==> config.mk <==
export PLATFORM = sky130hd
export DESIGN_NAME = code_entry_lock
export DESIGN_NICKNAME = d
export VERILOG_FILES = /design/src/rtl/code_entry_lock.sv
export SDC_FILE = /design/constraint.sdc
export NUM_CORES = 1
export LEC_CHECK = 0
export ABC_AREA = 1
export CAP_MARGIN = 20
export CORE_UTILIZATION = 50
export DETAILED_ROUTE_END_ITERATION = 16
export PLACE_DENSITY_LB_ADDON = 0.15
export SLEW_MARGIN = 10
export SYNTH_ARGS = -nofsm -noshare
export SYNTH_HDL_FRONTEND = slang
export SYNTH_SLANG_ARGS = --single-unit
export TNS_END_PERCENT = 1
==> constraint.sdc <==
create_clock -name clk_in -period 1.6 [get_ports clk_in]
set_clock_uncertainty 0.05 [all_clocks]
set_input_delay 0.16 -clock clk_in [delete_from_list [all_inputs] [get_ports clk_in]]
set_output_delay 0.16 -clock clk_in [all_outputs]
set_load 0.05 [all_outputs]
==> src/rtl/code_entry_lock.sv <==
// Keypad code-entry lock: collects up to four BCD digits, checks them against CODE,
// and sequences OPEN / FAIL / LOCKOUT using ticks edge-detected from divided_clk.
module code_entry_lock #(
    parameter logic [15:0] CODE          = 16'h1234,
    parameter int unsigned MAX_ATTEMPTS  = 3,
    parameter int unsigned TIMEOUT_TICKS = 100,
    parameter int unsigned OPEN_TICKS    = 100,
    parameter int unsigned FAIL_TICKS    = 20,
    parameter int unsigned LOCKOUT_TICKS = 600
) (
    input  logic       clk_in,
    input  logic       rst,
    input  logic       divided_clk,
    input  logic       key_valid,
    input  logic [3:0] key_digit,
    input  logic       enter,
    output logic       unlocked,
    output logic       lockout,
    output logic       blink,
    output logic [2:0] digit_count,
    output logic [1:0] attempts,
    output logic [2:0] state
);

    localparam int unsigned MAX_A = (TIMEOUT_TICKS > OPEN_TICKS) ? TIMEOUT_TICKS : OPEN_TICKS;
    localparam int unsigned MAX_B = (FAIL_TICKS > LOCKOUT_TICKS) ? FAIL_TICKS : LOCKOUT_TICKS;
    localparam int unsigned MAX_T = (MAX_A > MAX_B) ? MAX_A : MAX_B;
    localparam int unsigned TW    = $clog2(MAX_T + 1);

    localparam logic [TW-1:0] TO_LAST   = TW'(TIMEOUT_TICKS - 1);
    localparam logic [TW-1:0] OPEN_LAST = TW'(OPEN_TICKS - 1);
    localparam logic [TW-1:0] FAIL_LAST = TW'(FAIL_TICKS - 1);
    localparam logic [TW-1:0] LOCK_LAST = TW'(LOCKOUT_TICKS - 1);

    typedef enum logic [2:0] {
        S_IDLE    = 3'd0,
        S_ENTRY   = 3'd1,
        S_CHECK   = 3'd2,
        S_OPEN    = 3'd3,
        S_FAIL    = 3'd4,
        S_LOCKOUT = 3'd5
    } state_t;

    state_t        state_q, state_d;
    logic [15:0]   buf_q, buf_d;
    logic [2:0]    cnt_q, cnt_d;
    logic [1:0]    att_q, att_d;
    logic [TW-1:0] tick_cnt_q, tick_cnt_d;
    logic          blink_q, blink_d;
    logic          unlocked_q, lockout_q;
    logic          dc_q;
    logic          tick;
    logic          key_ok;
    logic          key_acc;
    logic          hold_blink;

    assign tick = divided_clk & ~dc_q;

    always_comb begin
        state_d = state_q;
        buf_d   = buf_q;
        cnt_d   = cnt_q;
        att_d   = att_q;
        key_acc = 1'b0;
        // enter outranks a simultaneous digit in every state
        key_ok  = key_valid && (key_digit <= 4'd9) && !enter;

        case (state_q)
            S_IDLE: begin
                if (key_ok) begin
                    key_acc = 1'b1;
                    state_d = S_ENTRY;
                    buf_d   = {buf_q[11:0], key_digit};
                    cnt_d   = 3'd1;
                end
            end
            S_ENTRY: begin
                if (enter) begin
                    state_d = S_CHECK;
                end else if (key_ok) begin
                    key_acc = 1'b1;
                    if (cnt_q < 3'd4) begin
                        buf_d = {buf_q[11:0], key_digit};
                        cnt_d = cnt_q + 3'd1;
                    end
                end else if (tick && (tick_cnt_q == TO_LAST)) begin
                    state_d = S_IDLE;
                    buf_d   = '0;
                    cnt_d   = '0;
                end
            end
            S_CHECK: begin
                buf_d = '0;
                cnt_d = '0;
                if ((cnt_q == 3'd4) && (buf_q == CODE)) begin
                    state_d = S_OPEN;
                    att_d   = '0;
                end else if ((32'(att_q) + 32'd1) == MAX_ATTEMPTS) begin
                    state_d = S_LOCKOUT;
                    att_d   = '0;
                end else begin
                    state_d = S_FAIL;
                    att_d   = att_q + 2'd1;
                end
            end
            S_OPEN: begin
                if (enter || (tick && (tick_cnt_q == OPEN_LAST))) begin
                    state_d = S_IDLE;
                end
            end
            S_FAIL: begin
                if (tick && (tick_cnt_q == FAIL_LAST)) begin
                    state_d = S_IDLE;
                end
            end
            S_LOCKOUT: begin
                if (tick && (tick_cnt_q == LOCK_LAST)) begin
                    state_d = S_IDLE;
                end
            end
            default: begin
                state_d = S_IDLE;
                buf_d   = '0;
                cnt_d   = '0;
            end
        endcase

        if ((state_d != state_q) || key_acc) begin
            tick_cnt_d = '0;
        end else if (tick) begin
            tick_cnt_d = tick_cnt_q + TW'(1);
        end else begin
            tick_cnt_d = tick_cnt_q;
        end

        // blink only runs while staying in FAIL/LOCKOUT; entry and exit force it low
        hold_blink = (state_d == state_q) && ((state_q == S_FAIL) || (state_q == S_LOCKOUT));
        blink_d    = hold_blink ? (blink_q ^ tick) : 1'b0;
    end

    always_ff @(posedge clk_in) begin
        dc_q <= divided_clk;
        if (!rst) begin
            state_q    <= S_IDLE;
            buf_q      <= '0;
            cnt_q      <= '0;
            att_q      <= '0;
            tick_cnt_q <= '0;
            blink_q    <= 1'b0;
            unlocked_q <= 1'b0;
            lockout_q  <= 1'b0;
        end else begin
            state_q    <= state_d;
            buf_q      <= buf_d;
            cnt_q      <= cnt_d;
            att_q      <= att_d;
            tick_cnt_q <= tick_cnt_d;
            blink_q    <= blink_d;
            unlocked_q <= (state_d == S_OPEN);
            lockout_q  <= (state_d == S_LOCKOUT);
        end
    end

    assign unlocked    = unlocked_q;
    assign lockout     = lockout_q;
    assign blink       = blink_q;
    assign digit_count = cnt_q;
    assign attempts    = att_q;
    assign state       = state_q;

endmodule
After elaboration in Yosys (flattened, before gate mapping)
Index checks and enable logic that the tools add are counted.
- output and inout bits: 11
- logic and storage cells: 82
- register bits after elaboration: 38
- input bits: 9
- bitwise logic cells: 5
- mux-type cells: 27
- magnitude comparators: 2
- reductions and logical operators: 16
- eq/ne operators: 19
- add/sub/neg operators: 4
- operators by type and width (cell ; number):
    2-to-1 mux 16 bit ; 5
    case mux 16 bit (3 select lines) ; 1
    2-to-1 mux 3 bit ; 13
    case mux 3 bit (6 select lines) ; 1
    == test 16 x 13 -> 1 bit, second input constant ; 1
    == test 3 x 2 -> 1 bit, second input constant ; 4
    == test 3 bit, second input constant ; 4
    adder 10 x 1 -> 10 bit, second input constant ; 1
    == test 10 bit, second input constant ; 1
    == test 10 x 5 -> 1 bit, second input constant ; 1
    == test 10 x 7 -> 1 bit, second input constant ; 1
    case mux 3 bit (3 select lines) ; 1
    logical AND 1 bit ; 7
    inequality test 3 bit, second input constant ; 2
    AND reduction 5 bit ; 1
    less-or-equal comparator 4 bit, second input constant ; 1
    2-to-1 mux 2 bit ; 2
    inequality test 2 bit, second input constant ; 2
    adder 2 x 1 -> 3 bit, second input constant ; 1
    adder 3 x 1 -> 3 bit, second input constant ; 1
    == test 3 x 1 -> 1 bit, second input constant ; 1
    == test 3 bit ; 1
    logical NOT 3 bit ; 1
    logical OR 1 bit ; 3
    12 further kinds ; 16

Depth between registers and ports, before layout
- word-level depth: 10
- gate-level depth with buffers: 13
- gate-level depth less buffers: 13

Worst setup path before layout
Ideal clock, no wire load.
- path type: reg2reg
- from: reg cnt_q[0] (netlist: digit_count[0])
- to: reg tick_cnt_q[0]
- cell stages (with the launch flop): 12
- setup slack: -0.260 ns
- data arrival time: 1.694 ns
- data required time: 1.434 ns
- setup time: 0.116 ns
- clock period less this slack: 1.860 ns
- path buffers: 0
- cell sequence: dfxtp_1 -> inv_1 -> ha_1 -> nand2_1 -> nand3b_1 -> nor2_1 -> nand3_1 -> nand2_1 -> inv_1 -> nand3_1 -> nand4_4 -> nor2_1
- cells in the longest elaborated chain, start to end: 7
- ends and longest elaborated chain (what ; line ; RTL):
    from (decl) ; 46 ; logic [2:0] cnt_q, cnt_d;
    from (signal assigned) ; 155 ; cnt_q <= cnt_d;
    == test 3 bit ; 95 ; if ((cnt_q == 3'd4) && (buf_q == CODE)) begin
    logical AND 1 bit ; 95 ;
    2-to-1 mux 3 bit ; 95 ;
    case mux 3 bit (6 select lines) ; 68 ; case (state_q)
    inequality test 3 bit ; 128 ; if ((state_d != state_q) || key_acc) begin
    logical OR 1 bit ; 128 ;
    OR reduction 2 bit (no source line) ; n/a ;
    to (signal assigned) ; 157 ; tick_cnt_q <= tick_cnt_d;
    to (decl) ; 48 ; logic [TW-1:0] tick_cnt_q, tick_cnt_d;
Every way passes these cells.
A chain may end at the register's enable or synchronous reset.

Final worst setup path
- from: reg tick_cnt_q[1]
- to: reg tick_cnt_q[0]
- cells in the longest elaborated chain, start to end: 9
- elaborated cells between the ends (all ways): 17
- classes of those cells: eq/ne: 4; mux: 7; reduce/logical: 6
- ends and longest elaborated chain (what ; line ; RTL):
    == test 10 x 7 -> 1 bit ; 86, 107 ;
    logical AND 1 bit ; 86, 107 ;
    2-to-1 mux 3 bit ; 86 ; end else if (tick && (tick_cnt_q == TO_LAST)) begin
    2-to-1 mux 3 bit ; 80 ; end else if (key_ok) begin
    2-to-1 mux 3 bit ; 78 ; if (enter) begin
    case mux 3 bit (6 select lines) (*) ; 68 ;
    inequality test 3 bit (*) ; 128 ;
    logical OR 1 bit (*) ; 128 ;
    OR reduction 2 bit (no source line) (*) ; n/a ;
Every way passes the cells marked *; elsewhere a longest branch is shown, timed or not.

==> summary.txt <==
Die
  • Io pins: 20
  • Die Y: around 65 µm
  • Core area: roughly 0.0037 mm²
  • Die Wd: roughly 65 µm
  • FP Rows: 22
  • Initial Util: a little over half
  • Die area: between 0.004 and 0.005 mm²

Global route
  • Overall routing resource usage: around a quarter
  • GR Util met1: between 30% and 40%
  • Largest net degree at the start of global routing: 28
  • Global routing met3 resource utilization: between 6 and 7%
  • Met2 Usage GRT: between 30 and 40%
  • Remaining Overflow, GRT: 0
  • Busiest grt layer: met2
  • Number of global-route vias before repair: approximately 1900
  • Global-route wire length before repair: around 8000 µm
  • Initial antenna violation count: 0

Logic synthesis
  • Syn avg cell area: 6.64 µm²
  • Post-synthesis compound-gate area fraction: 8.49%
  • Post-synthesis sequential area ratio: a little under 40%
  • Post-synthesis xor/xnor area fraction: 4.47%
  • Post-synth top area share: between 30 and 40%
  • Post-Syn Area: around 0.0020 mm²
  • Post-synth ARST share: 0%
  • Most frequent cell after synthesis: nand2_1
  • Synth Area in Simple Gates: about a third
  • Commonest cells post-synth: nand2_1 (72), nor2_1 (60), inv_1 (44)
  • #FFs+latches synth: 38
  • Largest family of logic cells by synthesized area: simple AND/OR/NAND/NOR gates
  • Post-Synthesis Cells: just under 300
  • Top FF cell, synth: dfxtp_1
  • Main area contributors after synthesis: dfxtp_1 (39%), nand2_1 (14%), nor2_1 (11%)
  • Syn nets: 307
  • Synth warn: 0
  • Post-synthesis mux area share: less than 1%
  • Adder and majority cell fraction of the synthesized area: 1.92%
  • EDFF count, synth: 0
  • Synth area leader: dfxtp_1
  • Netlist cell types: 23

Setup path
  • Reg2reg path depth: 11
  • Crit end category: flop
  • CP arrival: roughly 1900 ps
  • R2R Path End: tick_cnt_q[0]
  • RR Startpoint: tick_cnt_q[1]
  • Worst path required time: around 1800 ps
  • Worst R2R Setup Slack: -140 ps
  • WS Path Type: reg -> reg
  • Worst Path Max Fanout: 5
  • Crit start category: flop

Min path
  • Hold path startpoint: divided_clk
  • Hold path depth: 1
  • Hold Path Sink: dc_q
  • Worst min-delay path class: in -> reg

Outcome
  • Status: complete, but fails checks
  • Violated checks: negative setup slack

STA
  • RSZ-0062 raised after global routing: true
  • Minimum clock period: between 1500 and 2000 ps
  • Max Transition Viols Final: 0
  • Max-Slew Margin vs Limit: 76.8%
  • Setup TNS: -2070 ps
  • Post-route clock period utilization: 109%
  • Final WS setup: -144 ps
  • Final hold violation count: 0
  • F_max: roughly 0.57 GHz
  • Slew @ Worst Pin: about 350 ps
  • # setup viols final: 28

CTS
  • Worst-Skew Late Latency: 290 ps
  • Hold-fix buffers, CTS: 0
  • Clock Tree Buf Depth: 2
  • Root buf cell: clkbuf_8
  • CTS tree: done
  • Num CTS Buffers: 5
  • Clock transition at the registers of the reported paths: 70 ps
  • Num Clock Sinks: 38
  • Htree depth: 2

Power and ir drop
  • Sequential power share: 49.4%
  • Psw: approximately 600 µW
  • Sw Ratio: between 20% and 30%
  • Maximum VDD drop: approximately 0.52 mV
  • Clock power share: 30.4%
  • Total internal power: 1.48 mW
  • Power per cell area: 788 mW/mm²
  • Leakage Power: 1.24 nW
  • Comb power frac: between 20% and 30%

Finish
  • Antenna diodes: 0
  • Nets: ~360
  • Layout cell share with drive strength beyond 1: between 20 and 30%
  • Seq. cell area: between 700 and 800 µm²
  • Area grow syn2layout: 35.2%
  • FILL cells: roughly 330
  • Finished Cell Area: 0.00265 mm²
  • Area occupied by multi-input gates: around 0.0011 mm²

Run
  • Maxcap violations: 0

Placed design
  • Detailed placement HPWL: between 3000 and 4000 µm
  • Placed inst area: 0.00242 mm²
  • Input/output buffers: 19
  • GP Congestion: approximately 0.9

Drt
  • Detailed Route Iter0 Violations: 131
  • Residual DRC: 0
  • Via-per-instance ratio: 4.75
  • DRT antenna net count: 0
  • Final wirelength: ~4600 µm
  • Routed WL per cell: around 12 µm
  • DR vias: 1901
  • Drt first pass iters: 4
## layer usage
metal  vias up  share of wire [%]
met5         -                  0
met4         0                1.3
met2        36                 45
met1       843                 50
li1       1016                  -
met3         6                3.9
## state kept, by name (all words and copies together) (netlist names)
signal and cells:
buf_q 16, dc_q 1, state 3, blink 1, unlocked 1, digit_count 3, lockout 1, tick_cnt_q 10
attempts 2
## through the flow
| step | cells | setup WS [ps] | power (mW) | hold slack (ps) | util (%) |
|---|---|---|---|---|---|
| final | 400 | -144 | 2.09 | 13.1 | 71.3 |
| after global routing | 400 | -251 | 2.19 | 21.1 | 71.3 |
| after CTS | 398 | -117 | 2.05 | 344 | 68.8 |
| after detailed placement | 388 | -394 | 1.41 | 412 | 65.1 |
| after global placement | 388 | -304 | 1.40 | 407 | 65.1 |
| after floorplan | 295 | -26.1 | 1.28 | 138 | - |
## final cells by class
cell class / count / area share, %
clock buffers: 8 / 3.02
flip-flops and latches: 38 / 29.3
repair buffers: 54 / 17.2
inverters: 48 / 6.99
well taps: 48 / 2.27
multi-input cells: 204 / 41.1
## power by group through the flow
stage | Sequential (mW) | Combinational (mW) | Clock, mW
final | 1.03 | 0.422 | 0.634
after global routing | 1.03 | 0.467 | 0.684
after CTS | 1.03 | 0.387 | 0.640
after detailed placement | 1.04 | 0.365 | 0
after global placement | 1.04 | 0.359 | 0
after floorplan | 1.07 | 0.209 | 0
## cells by family after synthesis
family	count (synthesis)
multiplexers	1
adder cells (fa/ha/maj)	3
AO/OA/AOI/OAI	30
XOR/XNOR	10
buffers and inverters	54
flip-flops	38
AND/OR/NAND/NOR	159
## worst max-delay path by stage
stage                   startpoint            end  slack, ps  cells past startpoint
finish               tick_cnt_q[1]  tick_cnt_q[0]       -140                     11
floorplan           digit_count[0]  tick_cnt_q[0]        -30                     13
global route         tick_cnt_q[1]  tick_cnt_q[0]       -250                     11
global placement       divided_clk  tick_cnt_q[8]       -300                     13
CTS                 digit_count[1]  tick_cnt_q[3]       -120                     13
detailed placement    key_digit[1]  tick_cnt_q[3]       -390                     11
## timing repair
action	in CTS	in global routing
cloned	1	0
resized for setup	12	26
endpoints found under the setup margin	28	34
pin swaps	7	8
buffers inserted	1	2
## layout by cell type (no fill, tap or decap), drive strengths merged, types with 4 or more instances in the layout
| master | synthesis | layout |
|---|---|---|
| nor2 | 63 | 63 |
| o21ai | 7 | 7 |
| nor3 | 4 | 4 |
| buf | 6 | 46 |
| nand3 | 15 | 15 |
| dfxtp | 38 | 38 |
| nand2 | 73 | 73 |
| inv | 48 | 48 |
| clkbuf | 0 | 8 |
| nand4 | 3 | 4 |
| clkdlybuf4s50 | 0 | 7 |
| xor2 | 10 | 10 |
| a21oi | 22 | 22 |
## critical path: stages, from the launching register on
cell and delay, ps:
dfxtp_1 340, ha_1 170, nand3_1 110, inv_1 100
nand3_2 100, nand3_1 90, nand2_1 70, inv_1 120
nand2_1 120, nand2_4 110, nand4_4 150, nor2_1 130
Note: power is estimated with default switching activity, not from simulation.
